File: src/rtl/pedal_error_gen_if.sv
// Sensor-side and controller-side signals of the pedal error generator.
// The producer (sensor front end / bench) uses master; the block uses slave.
interface pedal_error_gen_if;
    logic        curr_vld;
    logic [11:0] curr;
    logic        torque_vld;
    logic [11:0] torque;
    logic        cadence_raw;
    logic [2:0]  scale;
    logic [11:0] avg_curr;
    logic [11:0] avg_torque;
    logic [4:0]  cadence;
    logic        not_pedaling;
    logic [12:0] error;

    modport master (
        output curr_vld, curr, torque_vld, torque, cadence_raw, scale,
        input  avg_curr, avg_torque, cadence, not_pedaling, error
    );

    modport slave (
        input  curr_vld, curr, torque_vld, torque, cadence_raw, scale,
        output avg_curr, avg_torque, cadence, not_pedaling, error
    );
endinterface

File: src/rtl/pedal_error_gen.sv
// Conditions current, torque and cadence sensor data into the signed error
// and not_pedaling inputs of the assist PID controller.
module pedal_error_gen #(
    parameter bit          FAST_SIM   = 1'b0,
    parameter logic [11:0] TORQUE_MIN = 12'h380
) (
    input logic              clk,
    input logic              rst,
    pedal_error_gen_if.slave bus
);
    localparam int unsigned WIN_W = FAST_SIM ? 12 : 20;

    logic             sync1_q, sync2_q, rise_q;
    logic             edge_c;
    logic [4:0]       edges_q, edges_d;
    logic [WIN_W-1:0] win_q;
    logic [4:0]       cadence_q;
    logic             not_ped_q;
    logic [13:0]      ca_q, ca_d;
    logic [16:0]      ta_q, ta_d;
    logic [11:0]      avg_torque_c;
    logic [11:0]      d_c;
    logic [19:0]      prod_q, prod_d;
    logic [11:0]      target_q, target_d;
    logic [12:0]      error_q, error_d;

    assign edge_c = sync2_q & ~rise_q;

    // Saturating count that already includes an edge seen on this cycle,
    // so an edge on the terminal cycle lands in the closing window.
    always_comb begin
        edges_d = edges_q;
        if (edge_c && (edges_q != 5'd31)) begin
            edges_d = edges_q + 5'd1;
        end
    end

    always_ff @(posedge clk or posedge rst) begin
        if (rst) begin
            sync1_q   <= 1'b0;
            sync2_q   <= 1'b0;
            rise_q    <= 1'b0;
            edges_q   <= '0;
            win_q     <= '0;
            cadence_q <= '0;
            not_ped_q <= 1'b1;
        end else begin
            sync1_q <= bus.cadence_raw;
            sync2_q <= sync1_q;
            rise_q  <= sync2_q;
            win_q   <= win_q + 1'b1;
            if (&win_q) begin
                cadence_q <= edges_d;
                not_ped_q <= (edges_d < 5'd2);
                edges_q   <= '0;
            end else begin
                edges_q <= edges_d;
            end
        end
    end

    assign ca_d = ca_q - {2'b00, ca_q[13:2]} + {2'b00, bus.curr};
    assign ta_d = ta_q - {5'b00000, ta_q[16:5]} + {5'b00000, bus.torque};

    always_ff @(posedge clk or posedge rst) begin
        if (rst) begin
            ca_q <= '0;
            ta_q <= '0;
        end else begin
            if (bus.curr_vld) begin
                ca_q <= ca_d;
            end
            if (not_ped_q) begin
                ta_q <= '0;
            end else if (bus.torque_vld) begin
                ta_q <= ta_d;
            end
        end
    end

    assign avg_torque_c = ta_q[16:5];

    always_comb begin
        d_c = '0;
        if (avg_torque_c > TORQUE_MIN) begin
            d_c = avg_torque_c - TORQUE_MIN;
        end
        prod_d = {8'd0, d_c} * {17'd0, bus.scale} * {15'd0, cadence_q};

        target_d = prod_q[16:5];
        if (|prod_q[19:17]) begin
            target_d = '1;
        end
        if (not_ped_q) begin
            target_d = '0;
        end

        error_d = {1'b0, target_q} - {1'b0, ca_q[13:2]};
        if (not_ped_q) begin
            error_d = '0;
        end
    end

    always_ff @(posedge clk or posedge rst) begin
        if (rst) begin
            prod_q   <= '0;
            target_q <= '0;
            error_q  <= '0;
        end else begin
            prod_q   <= prod_d;
            target_q <= target_d;
            error_q  <= error_d;
        end
    end

    assign bus.avg_curr     = ca_q[13:2];
    assign bus.avg_torque   = avg_torque_c;
    assign bus.cadence      = cadence_q;
    assign bus.not_pedaling = not_ped_q;
    assign bus.error        = error_q;
endmodule

File: src/flat_wrapper.sv
// flat-port wrapper written by rule: the top's interface ports become plain ports
module pedal_error_gen_flat 
#(
    parameter bit          FAST_SIM   = 1'b0,
    parameter logic [11:0] TORQUE_MIN = 12'h380
)
  (clk, rst, bus_curr_vld, bus_curr, bus_torque_vld, bus_torque, bus_cadence_raw, bus_scale, bus_avg_curr, bus_avg_torque, bus_cadence, bus_not_pedaling, bus_error);
  pedal_error_gen_if bus_i ();
  input logic clk;
  input logic rst;
  input wire logic [$bits(bus_i.curr_vld)-1:0] bus_curr_vld;
  input wire logic [$bits(bus_i.curr)-1:0] bus_curr;
  input wire logic [$bits(bus_i.torque_vld)-1:0] bus_torque_vld;
  input wire logic [$bits(bus_i.torque)-1:0] bus_torque;
  input wire logic [$bits(bus_i.cadence_raw)-1:0] bus_cadence_raw;
  input wire logic [$bits(bus_i.scale)-1:0] bus_scale;
  output wire logic [$bits(bus_i.avg_curr)-1:0] bus_avg_curr;
  output wire logic [$bits(bus_i.avg_torque)-1:0] bus_avg_torque;
  output wire logic [$bits(bus_i.cadence)-1:0] bus_cadence;
  output wire logic [$bits(bus_i.not_pedaling)-1:0] bus_not_pedaling;
  output wire logic [$bits(bus_i.error)-1:0] bus_error;
  assign bus_i.curr_vld = bus_curr_vld;
  assign bus_i.curr = bus_curr;
  assign bus_i.torque_vld = bus_torque_vld;
  assign bus_i.torque = bus_torque;
  assign bus_i.cadence_raw = bus_cadence_raw;
  assign bus_i.scale = bus_scale;
  assign bus_avg_curr = bus_i.avg_curr;
  assign bus_avg_torque = bus_i.avg_torque;
  assign bus_cadence = bus_i.cadence;
  assign bus_not_pedaling = bus_i.not_pedaling;
  assign bus_error = bus_i.error;
  pedal_error_gen #(.FAST_SIM(FAST_SIM), .TORQUE_MIN(TORQUE_MIN)) u_core (.clk(clk), .rst(rst), .bus(bus_i));
endmodule
File: config.mk
export PLATFORM = sky130hd
export DESIGN_NAME = pedal_error_gen_flat
export DESIGN_NICKNAME = d
export VERILOG_FILES = /design/src/rtl/pedal_error_gen_if.sv /design/src/rtl/pedal_error_gen.sv /design/src/flat_wrapper.sv
export SDC_FILE = /design/constraint.sdc
export NUM_CORES = 1
export LEC_CHECK = 0
export ABC_AREA = 1
export CAP_MARGIN = 20
export CELL_PAD_IN_SITES_DETAIL_PLACEMENT = 0
export CELL_PAD_IN_SITES_GLOBAL_PLACEMENT = 2
export CORE_MARGIN = 8
export CORE_UTILIZATION = 36
export CTS_CLUSTER_DIAMETER = 30
export DETAILED_ROUTE_END_ITERATION = 16
export GPL_TIMING_DRIVEN = 0
export PLACE_DENSITY = 0.81
export SYNTH_ARGS = -nofsm -noshare
export SYNTH_HDL_FRONTEND = slang
export SYNTH_SLANG_ARGS = --single-unit
File: constraint.sdc
create_clock -name clk -period 7.85 [get_ports clk]
set_clock_uncertainty 0.15 [all_clocks]
set_input_delay 1.9625 -clock clk [delete_from_list [all_inputs] [get_ports clk]]
set_output_delay 1.9625 -clock clk [all_outputs]
set_load 0.02 [all_outputs]
==> qor.csv <==
metric,value,unit
register bit total from synthesis,105,
Layout Nets,1550,
DR pass1 iterations,5,
GRT Util Overall,0.1466,
P per Cell Area,393.4,nW/µm²
register area share after synthesis,0.2640,
TritonCTS clock tree,done,
placer congestion estimate,0.8272,
worst reg2reg path depth,34,
DP Wirelength,19350,µm
Synth top area share,0.2613,
syn_area_per_cell,7.860,µm²
total grt overflow,0,
Area Growth Syn to Fin,16.89,%
reg-to-reg endpoint,u_core.prod_q[19],
crit path time final,7.483,ns
Rel. slew slack,0.5261,
total power,4579,µW
total wire length,23200,µm
clock-pin slew on the worst setup and hold paths,0.07,ns
RR Startpoint,u_core.ta_q[6],
critical path's slowest cell,fa_1,
core area,27480,µm²
VDD IR max,0.1966,mV
most frequent cell on the critical path,fa_1,
Hold Path Origin,u_core.sync1_q,
Crit Path Category,in2reg,
Clock Sinks,105,
Mapped Cells,1267,
Hold Path Depth,0,
Fin. Hold Viols,0,
WP buf/inv,6,
Synth area leader,dfrtp_1,
Netlist cell types,45,
row cnt,61,
initial antenna violation count,0,
Max Slew Vio Count,0,
CTS Hold Bufs,0,
drt drc,0,
Synth Cell Area,9958,µm²
global-route wire length before repair,40430,µm
Startpoint Class,input pin,
die height,182.3,µm
Synth area leaders,"dfrtp_1, fa_1, ha_1, inv_1, nand2_1",
critical-path maximum fanout,10,
largest net degree at the start of global routing,55,
Starting Density,0.3624,
syn nets,1462,
crit share post-route,0.9532,
number of diodes,0,
Clock Latency Late Sink,0.36,ns
outcome,finished clean,
critical path's top delay family,adder cells,
max_cap viols,0,
worst setup margin,0.3673,ns
CTS max path bufs,2,
layout cells sized above 1,0.08015,
remaining antenna violation count after routing,0,
"Req. time, crit path",7.94,ns
Via density,4.675,
critical path's largest stage delay,0.55,ns
critical path capture point type,flip-flop,
H-tree levels,3,
via count,7975,
Post-Place Worst Slack,-0.8182,ns
TritonCTS buffer count,9,
FF-to-FF setup slack,0.85,ns
max frequency,133.6,MHz
final setup vio count,0,
die width,182.3,µm
WP data arrival,7.58,ns
Root Buffer,clkbuf_16,
Hold Path End,u_core.sync2_q,
routed len/inst,13.60,µm
Leak Pwr,0.006156,µW
Top-Level Pins,75,
vias in the first global route,8320,
Ys Warns,0,
DR iter-0 viols,324,
PortBufs,74,
Worst Hold Class,reg2reg,
Die ar.,33240,µm²
Slew @ Worst Pin,0.7109,ns
[worst max path at each step]
stage / slack [ns] / end / cells past startpoint / startpoint
6_report: 0.37 / u_core.prod_q[19] / 27 / bus_scale[1]
5_1_grt: -0.02 / u_core.prod_q[19] / 27 / bus_scale[1]
4_1_cts: 0.03 / u_core.prod_q[19] / 27 / bus_scale[1]
3_5_place_dp: -0.82 / u_core.prod_q[19] / 27 / bus_scale[0]
3_3_place_gp: -0.87 / u_core.prod_q[19] / 27 / bus_scale[0]
2_1_floorplan: 0.56 / u_core.prod_q[19] / 26 / bus_scale[2]
[cell families (layout without fill, tap and decap cells)]
family,after synthesis,count (layout),share of synthesized area
AND/OR/NAND/NOR,437,437,0.1939
flip-flops,105,105,0.2640
buffers and inverters,319,412,0.1294
XOR/XNOR,54,54,0.04749
AO/OA/AOI/OAI,187,187,0.1027
adder cells (fa/ha/maj),163,163,0.2606
multiplexers,2,2,0.002010
[area by class of cell]
type | instances | area [µm²]
multi-input cells | 843 | 6175
flip-flops and latches | 105 | 2629
inverters | 278 | 1046
clock buffers | 9 | 225.2
plain buffers | 40 | 259.0
fillers | 2914 | 15840
repair buffers | 78 | 788.3
well taps | 346 | 432.9
clock inverters | 7 | 85.08
[state kept, by name (all words and copies together) (netlist names)]
signal / flops
u_core.ta_q: 17
u_core.edges_q: 5
u_core.bus.error: 13
u_core.target_q: 12
u_core.win_q: 20
u_core.bus.cadence: 5
u_core.ca_q: 14
u_core.sync2_q: 1
u_core.sync1_q: 1
u_core.rise_q: 1
u_core.prod_q: 15
u_core.bus.not_pedaling: 1
[what timing repair did]
| action | in CTS | in global routing |
|---|---|---|
| resized for setup | 12 | 24 |
| endpoints found under the setup margin | 8 | 8 |
| pin swaps | 0 | 7 |
| endpoints found under the hold margin | 0 | 0 |
| buffers inserted | 0 | 3 |
[report_power, final]
part	internal, µW	switching (µW)	leakage [µW]	total, µW
clock	254	223	0.000153	477
sequential	678	134	0.00134	812
combinational	1320	1970	0.00467	3290
total	2250	2320	0.00616	4580
[per-layer routing]
| metal | part of all wire | up-vias | track usage | wire length, µm |
|---|---|---|---|---|
| met5 | 0 | - | 0 | 0 |
| met4 | 0.0069 | 0 | 0.02591 | 161 |
| met3 | 0.019 | 8 | 0.01790 | 452 |
| met2 | 0.46 | 66 | 0.2434 | 10610 |
| met1 | 0.52 | 3791 | 0.2040 | 11970 |
| li1 | - | 4110 | - | - |
[synthesized netlist by cell type, drive strengths merged]
cell	n
inv	277
nand2	202
nor2	133
dfrtp	104
ha	89
a21oi	81
fa	74
o21ai	66
nand3	52
xor2	37
buf	26
xnor2	17
clkbuf	15
or2	14
nor3	13
o22ai	12
nand4	11
nor4	8
a21o	6
a31oi	6
o21bai	6
a211oi	3
o21a	3
a31o	2
mux2i	2
a221oi	1
and3	1
clkinv	1
dfstp	1
o2111ai	1
or3	1
or3b	1
or4	1
[cell usage in the layout, fill, tap and decap left out, drive strengths merged, types with 2 or more instances in the layout]
cell type and count:
a211oi 3, a21o 6, a21oi 81, a31o 2, a31oi 6, buf 31
clkbuf 22, clkdlybuf4s50 72, clkinv 4, dfrtp 104, dlygate4sd2 2, fa 74
ha 89, inv 280, mux2i 2, nand2 202, nand3 52, nand4 11
nor2 133, nor3 13, nor4 8, o21a 3, o21ai 66, o21bai 6
o22ai 12, or2 14, xnor2 17, xor2 37
[per-stage QoR]
step	util	std cells	hold WS, ns	setup TNS (ns)	instance area [µm²]
final	0.4236	1706	0.2093	0	11640
after global routing	0.4236	1706	0.2157	-0.01573	11640
after CTS	0.4188	1703	0.2130	0	11510
after detailed placement	0.4062	1688	0.1971	-5.552	11160
after floorplan	-	1267	0.1812	0	9958
after global placement	0.4051	1687	0.1848	-5.745	11130
Note: power is estimated with default switching activity, not from simulation.
